===== src/rtl/lsu_retire_tracker_if.sv =====
// Handshake bundle between issue/memory-return and the LSU retire tracker.
// The master side is issue plus the memory return path. The slave side is the tracker.
interface lsu_retire_tracker_if #(
  parameter int WFID_W = 6,
  parameter int CNT_W  = 4,
  parameter int OCC_W  = 4
);
  logic              lsu_valid;
  logic [WFID_W-1:0] lsu_wfid;
  logic [CNT_W-1:0]  lsu_rsp_cnt;
  logic              lsu_ready;
  logic              mem_rsp_valid;
  logic              mem_rsp_ready;
  logic              lsu_done;
  logic [WFID_W-1:0] lsu_done_wfid;
  logic [OCC_W-1:0]  occupancy;
  logic              overflow_err;

  modport master (
    output lsu_valid, lsu_wfid, lsu_rsp_cnt, mem_rsp_valid,
    input  lsu_ready, mem_rsp_ready, lsu_done, lsu_done_wfid, occupancy, overflow_err
  );

  modport slave (
    input  lsu_valid, lsu_wfid, lsu_rsp_cnt, mem_rsp_valid,
    output lsu_ready, mem_rsp_ready, lsu_done, lsu_done_wfid, occupancy, overflow_err
  );
endinterface


===== src/rtl/lsu_retire_tracker.sv =====
// In-order queue of issued LSU instructions. It counts down the response beats for each one
// and pulses lsu_done with the wavefront id once the instruction has fully retired.
module lsu_retire_tracker #(
  parameter int DEPTH  = 8,
  parameter int WFID_W = 6,
  parameter int CNT_W  = 4
) (
  input  logic                 clk,
  input  logic                 rst,
  lsu_retire_tracker_if.slave  bus
);
  localparam int PTR_W = $clog2(DEPTH);
  localparam int OCC_W = PTR_W + 1;

  logic [WFID_W-1:0] wfid_q [DEPTH];
  logic [CNT_W-1:0]  cnt_q  [DEPTH];
  logic [PTR_W-1:0]  rd_ptr;
  logic [PTR_W-1:0]  wr_ptr;
  logic [OCC_W-1:0]  occ_q;
  logic              done_q;
  logic [WFID_W-1:0] done_wfid_q;
  logic              overflow_q;

  logic              head_valid;
  logic              full;
  logic              push;
  logic              beat;
  logic              retire;
  logic [CNT_W-1:0]  head_cnt;
  logic [WFID_W-1:0] head_wfid;

  always_comb begin
    head_valid = (occ_q != '0);
    full       = (occ_q == OCC_W'(DEPTH));
    head_cnt   = cnt_q[rd_ptr];
    head_wfid  = wfid_q[rd_ptr];
    push       = bus.lsu_valid && !full;
    beat       = bus.mem_rsp_valid && head_valid && (head_cnt != '0);
    retire     = head_valid && ((head_cnt == '0) || (beat && (head_cnt == CNT_W'(1))));
  end

  assign bus.lsu_ready     = !full;
  assign bus.mem_rsp_ready = head_valid && (head_cnt != '0);
  assign bus.lsu_done      = done_q;
  assign bus.lsu_done_wfid = done_wfid_q;
  assign bus.occupancy     = occ_q;
  assign bus.overflow_err  = overflow_q;

  // Payload storage needs no reset. Validity comes only from the occupancy count.
  // A push and a head decrement never hit the same slot, because a push into a
  // non-empty queue is only allowed when the queue is not full.
  always_ff @(posedge clk) begin
    if (push) begin
      wfid_q[wr_ptr] <= bus.lsu_wfid;
      cnt_q[wr_ptr]  <= bus.lsu_rsp_cnt;
    end
    if (beat && !retire) begin
      cnt_q[rd_ptr] <= head_cnt - CNT_W'(1);
    end
  end

  always_ff @(posedge clk or posedge rst) begin
    if (rst) begin
      rd_ptr      <= '0;
      wr_ptr      <= '0;
      occ_q       <= '0;
      done_q      <= 1'b0;
      done_wfid_q <= '0;
      overflow_q  <= 1'b0;
    end else begin
      if (push) begin
        wr_ptr <= wr_ptr + PTR_W'(1);
      end
      if (retire) begin
        rd_ptr      <= rd_ptr + PTR_W'(1);
        done_wfid_q <= head_wfid;
      end
      done_q <= retire;
      case ({push, retire})
        2'b10:   occ_q <= occ_q + OCC_W'(1);
        2'b01:   occ_q <= occ_q - OCC_W'(1);
        default: occ_q <= occ_q;
      endcase
      if (bus.lsu_valid && full) begin
        overflow_q <= 1'b1;
      end
    end
  end
endmodule


===== src/flat_wrapper.sv =====
// flat-port wrapper written by rule: the top's interface ports become plain ports
module lsu_retire_tracker_flat 
#(
  parameter int DEPTH  = 8,
  parameter int WFID_W = 6,
  parameter int CNT_W  = 4
)
  (clk, rst, bus_lsu_valid, bus_lsu_wfid, bus_lsu_rsp_cnt, bus_mem_rsp_valid, bus_lsu_ready, bus_mem_rsp_ready, bus_lsu_done, bus_lsu_done_wfid, bus_occupancy, bus_overflow_err);
  lsu_retire_tracker_if #(.WFID_W(WFID_W), .CNT_W(CNT_W), .OCC_W(4)) bus_i ();
  input  logic clk;
  input  logic rst;
  input wire logic [$bits(bus_i.lsu_valid)-1:0] bus_lsu_valid;
  input wire logic [$bits(bus_i.lsu_wfid)-1:0] bus_lsu_wfid;
  input wire logic [$bits(bus_i.lsu_rsp_cnt)-1:0] bus_lsu_rsp_cnt;
  input wire logic [$bits(bus_i.mem_rsp_valid)-1:0] bus_mem_rsp_valid;
  output wire logic [$bits(bus_i.lsu_ready)-1:0] bus_lsu_ready;
  output wire logic [$bits(bus_i.mem_rsp_ready)-1:0] bus_mem_rsp_ready;
  output wire logic [$bits(bus_i.lsu_done)-1:0] bus_lsu_done;
  output wire logic [$bits(bus_i.lsu_done_wfid)-1:0] bus_lsu_done_wfid;
  output wire logic [$bits(bus_i.occupancy)-1:0] bus_occupancy;
  output wire logic [$bits(bus_i.overflow_err)-1:0] bus_overflow_err;
  assign bus_i.lsu_valid = bus_lsu_valid;
  assign bus_i.lsu_wfid = bus_lsu_wfid;
  assign bus_i.lsu_rsp_cnt = bus_lsu_rsp_cnt;
  assign bus_i.mem_rsp_valid = bus_mem_rsp_valid;
  assign bus_lsu_ready = bus_i.lsu_ready;
  assign bus_mem_rsp_ready = bus_i.mem_rsp_ready;
  assign bus_lsu_done = bus_i.lsu_done;
  assign bus_lsu_done_wfid = bus_i.lsu_done_wfid;
  assign bus_occupancy = bus_i.occupancy;
  assign bus_overflow_err = bus_i.overflow_err;
  lsu_retire_tracker #(.DEPTH(DEPTH), .WFID_W(WFID_W), .CNT_W(CNT_W)) u_core (.clk(clk), .rst(rst), .bus(bus_i));
endmodule

===== config.mk =====
export PLATFORM = sky130hd
export DESIGN_NAME = lsu_retire_tracker_flat
export DESIGN_NICKNAME = d
export VERILOG_FILES = /design/src/rtl/lsu_retire_tracker_if.sv /design/src/rtl/lsu_retire_tracker.sv /design/src/flat_wrapper.sv
export SDC_FILE = /design/constraint.sdc
export NUM_CORES = 1
export LEC_CHECK = 0
export ABC_AREA = 1
export CAP_MARGIN = 20
export CORE_AREA = 2 2 107 83
export CTS_CLUSTER_SIZE = 16
export DETAILED_ROUTE_END_ITERATION = 8
export DIE_AREA = 0 0 109 85
export PLACE_DENSITY = 0.82
export SLEW_MARGIN = 20
export SYNTH_ARGS = -nofsm -noshare
export SYNTH_HDL_FRONTEND = slang
export SYNTH_SLANG_ARGS = --single-unit
export TNS_END_PERCENT = 1

===== constraint.sdc =====
create_clock -name clk -period 4.27 [get_ports clk]
set_clock_uncertainty 0.1 [all_clocks]
set_input_delay 1.0675 -clock clk [delete_from_list [all_inputs] [get_ports clk]]
set_output_delay 1.0675 -clock clk [all_outputs]
set_load 0.05 [all_outputs]

==> flow_metrics.tcl <==
set metrics [dict create \
    clk_latency_ns 0.38 \
    drv_slew 0 \
    cts_tree "built" \
    crit_fanout 20 \
    worstPathArrival_ns 2.85 \
    clk_path_buf_depth 2 \
    p_leak_nw 2.28 \
    clkTransAtPathRegs_ns 0.10 \
    layout.nets 549 \
    slowest_delay_ns 0.79 \
    synth-seq-cells 98 \
    fin_crit_ns 4.02 \
    top_level_ports 28 \
    postCtsSetupBuffers 0 \
    critPathTopFamily "buffers and inverters" \
    layout.cells.non_filler 639 \
    status "completed" \
    grt_max_degree 28 \
    max-slew-margin-rel_pct 32.2 \
    drc 0 \
    synth_seq_area_share_pct 59.9 \
    cts_buffers 9 \
    cts_root_buf "clkbuf_8" \
    tns_ns 0 \
    r2r_slack_ns 0.87 \
    synth-simple-area-share_pct 26.9 \
    end_kind "primary output" \
    r2r_cells 20 \
    cap_viol_max_count 0 \
    post-route-period-util_pct 94.0 \
    synth_compound_area_share_pct 3.52 \
    dp_hpwl_um 7430 \
    regToRegEndpoint "u_core.bus.occupancy[3]$_DFFE_PP0P_" \
    drive_gt1_share_pct 7.72 \
    crit_chain "inv_2 -> nand2_1 -> nand2_1 -> nand2_1 -> nand2_1 -> nand2_1 -> nand2_1 -> inv_2 -> ha_1 -> nand3_2 -> nand2_2 -> inv_1 -> clkdlybuf4s50_1" \
    wl_per_cell_um 16.8 \
    seqPwrFrac_pct 34.9 \
    reg2reg_from "u_core.rd_ptr[1]$_DFFE_PP0P_" \
    diodes 0 \
    gr-total-overflow 0 \
    final_hold_viol_count 0 \
    fp.dieH_um 85 \
    cp_common_cell "nand2_1" \
    max_freq_mhz 249 \
    post_drt_via_cell_ratio 5.59 \
    core.rowCount 29 \
    place_ws_ns 0.677 \
    port-buffer-count 27 \
    holdPathEnd "u_core.bus.lsu_done_wfid[1]$_DFFE_PP0P_" \
    syn_inst 509 \
    p_switching_mw 1.90 \
    hold_depth 2 \
    crit_slowest_cell "clkdlybuf4s50_1" \
    intPower_mw 2.12 \
    synth.avg_cell_area_um2 9.36 \
    dieWidth_um 109 \
    synth_top_family_by_area "simple AND/OR/NAND/NOR gates" \
    grt_pass1_wl_um 17400 \
    synth_fp_nets 532 \
    start_kind "flop" \
    wl_um 10700 \
    required_ns 3.10 \
    antenna_found_initial 0 \
    p_sw_share_pct 47.2 \
    clock-sinks 98 \
    rsz0062_at_grt "no" \
    ys_warn_count 0 \
    synth-xor-area-share_pct 1.10 \
    setup_viol 0 \
    hp-start "u_core.bus.lsu_done_wfid[1]$_DFFE_PP0P_" \
    dp.cells 623 \
    cts.hold.buffers_added 0 \
    ys_types 33 \
    finalWorstSetupSlack_ns 0.255 \
    critPathKind "flop to primary output" \
    synth_mux_area_share_pct 0 \
    power_per_cell_area_nw_per_um2 761 \
    p_comb_share_pct 49.0 \
    cts_resized 0 \
    dr.pass1.iters 5 \
    gr-usage-all-layers_pct 25.2 \
    total_power_mw 4.02 \
    syn_area_um2 4760 \
    h-tree-depth 3 \
    coreArea_um2 8240 \
    synthAdderAreaFrac_pct 2.52 \
    initial_utilization_pct 57.8 \
    gp_congestion 0.874 \
    path_buf_inv 4 \
    drtIter0Drc 364 \
    worstMarginPinSlew_ns 1.01 \
    vias 3573 \
    syn_to_final_growth_pct 10.9 \
    ant_nets 0 \
    peakVddDrop_mv 0.566 \
    hold_class "flop to flop" \
    pwr-share-clk_pct 16.1 \
    grt_pass1_vias 3437 \
    die_area_um2 9270 \
]
## metrics by stage
stage / hold WS, ns / cell area [µm²] / util, %
2_1_floorplan: 0.393 / 4760 / -
3_3_place_gp: 0.363 / 5070 / 61.5
3_5_place_dp: 0.367 / 5070 / 61.5
4_1_cts: 0.394 / 5290 / 64.2
5_1_grt: 0.408 / 5290 / 64.2
6_report: 0.392 / 5290 / 64.2
## power by group through the flow
stage | clock [mW] | sequential, mW | combinational [mW]
after CTS | 0.656 | 1.40 | 1.95
after global routing | 0.686 | 1.43 | 2.17
after floorplan | 0 | 1.55 | 1.29
final | 0.647 | 1.40 | 1.97
after global placement | 0 | 1.42 | 1.89
after detailed placement | 0 | 1.43 | 1.94
## cells in the final DEF, fill, tap and decap left out, types with 4 or more instances in the layout
cell type / n
nand3_1: 54
edfxtp_1: 80
inv_2: 4
nor2_1: 24
clkbuf_8: 9
nand2_2: 9
ha_1: 8
o21ai_1: 8
clkdlybuf4s50_1: 27
o21ai_0: 4
nand4_1: 5
xor2_1: 4
nand2_1: 201
inv_1: 39
dfrtp_1: 18
a22oi_1: 7
## layer usage
metal	global-route usage [%]	vias up	part of all wire [%]
met5	0	-	0
met4	9.09	0	2.2
met3	5.53	21	8.7
met2	38.6	182	47
met1	35.9	1667	42
li1	-	1703	-
## flip-flops by register name, indices dropped and copies added, names as in the netlist
| register | flops |
|---|---|
| u_core.bus.lsu_done | 1 |
| u_core.bus.overflow_err | 1 |
| u_core.bus.lsu_done_wfid | 6 |
| u_core.rd_ptr | 3 |
| u_core.wfid_q | 48 |
| u_core.wr_ptr | 3 |
| u_core.bus.occupancy | 4 |
| u_core.cnt_q | 32 |
## worst reg2reg max path: stages, from the launching register on
cell	delay [ns]
dfrtp_1	0.57
inv_1	0.18
nand2_1	0.10
nand2_1	0.06
nand2_1	0.06
nand2_1	0.07
inv_1	0.10
ha_1	0.18
nand3_2	0.11
o21ai_4	0.33
nand2_4	0.17
inv_2	0.09
ha_1	0.20
ha_1	0.28
nand2_1	0.07
nor2_1	0.04
a211oi_1	0.24
nor2_1	0.07
nor2_1	0.09
nand2_1	0.07
xor2_1	0.13
## synth_stat cells, drive strengths merged
master,instances,area share (%)
a21oi,3,0.32
clkinv,1,0.079
or2,2,0.26
xor2,4,0.74
buf,17,2.0
o2111ai,1,0.18
nand3b,1,0.16
dfrtp,18,9.5
nor2,27,2.5
nand3,56,6.1
xnor2,2,0.37
clkbuf,7,0.55
nand4,5,0.66
nand2,211,17
a211oi,1,0.16
o21bai,1,0.16
o21ai,13,1.6
a22oi,7,1.1
inv,43,3.4
ha,8,2.1
fa,1,0.42
edfxtp,80,50
## cell families (layout without fill, tap and decap cells)
family                     Yosys count  count (layout)
AOI/OAI and AO/OA                   26              26
xor gates and xnor gates             6               6
adders and majority gates            9               9
buffers and inverters               68              90
DFF                                 98              98
and+or+nand+nor                    302             302
## how the worst max path moves through the flow
stage,endpoint,from,slack (ns),cells past startpoint
floorplan,u_core.bus.occupancy[3]$_DFFE_PP0P_,u_core.rd_ptr[0]$_DFFE_PP0P_,1.19,24
global placement,bus_mem_rsp_ready,u_core.rd_ptr[0]$_DFFE_PP0P_,0.72,13
detailed placement,bus_mem_rsp_ready,u_core.rd_ptr[0]$_DFFE_PP0P_,0.68,13
CTS,bus_mem_rsp_ready,u_core.rd_ptr[0]$_DFFE_PP0P_,0.26,13
global route,bus_mem_rsp_ready,u_core.rd_ptr[0]$_DFFE_PP0P_,0.01,13
finish,bus_mem_rsp_ready,u_core.rd_ptr[0]$_DFFE_PP0P_,0.25,13
## layout make-up
class                      instances  area [µm²]
fill                             652        2950
sequential                        98        2850
inverter                          44         165
multi-input combinational        343        1620
clock inverter                     7        92.6
clock buffer                       9         124
timing repair buffer              30         293
tap                              108         135
(Power assumes the default switching activity.)
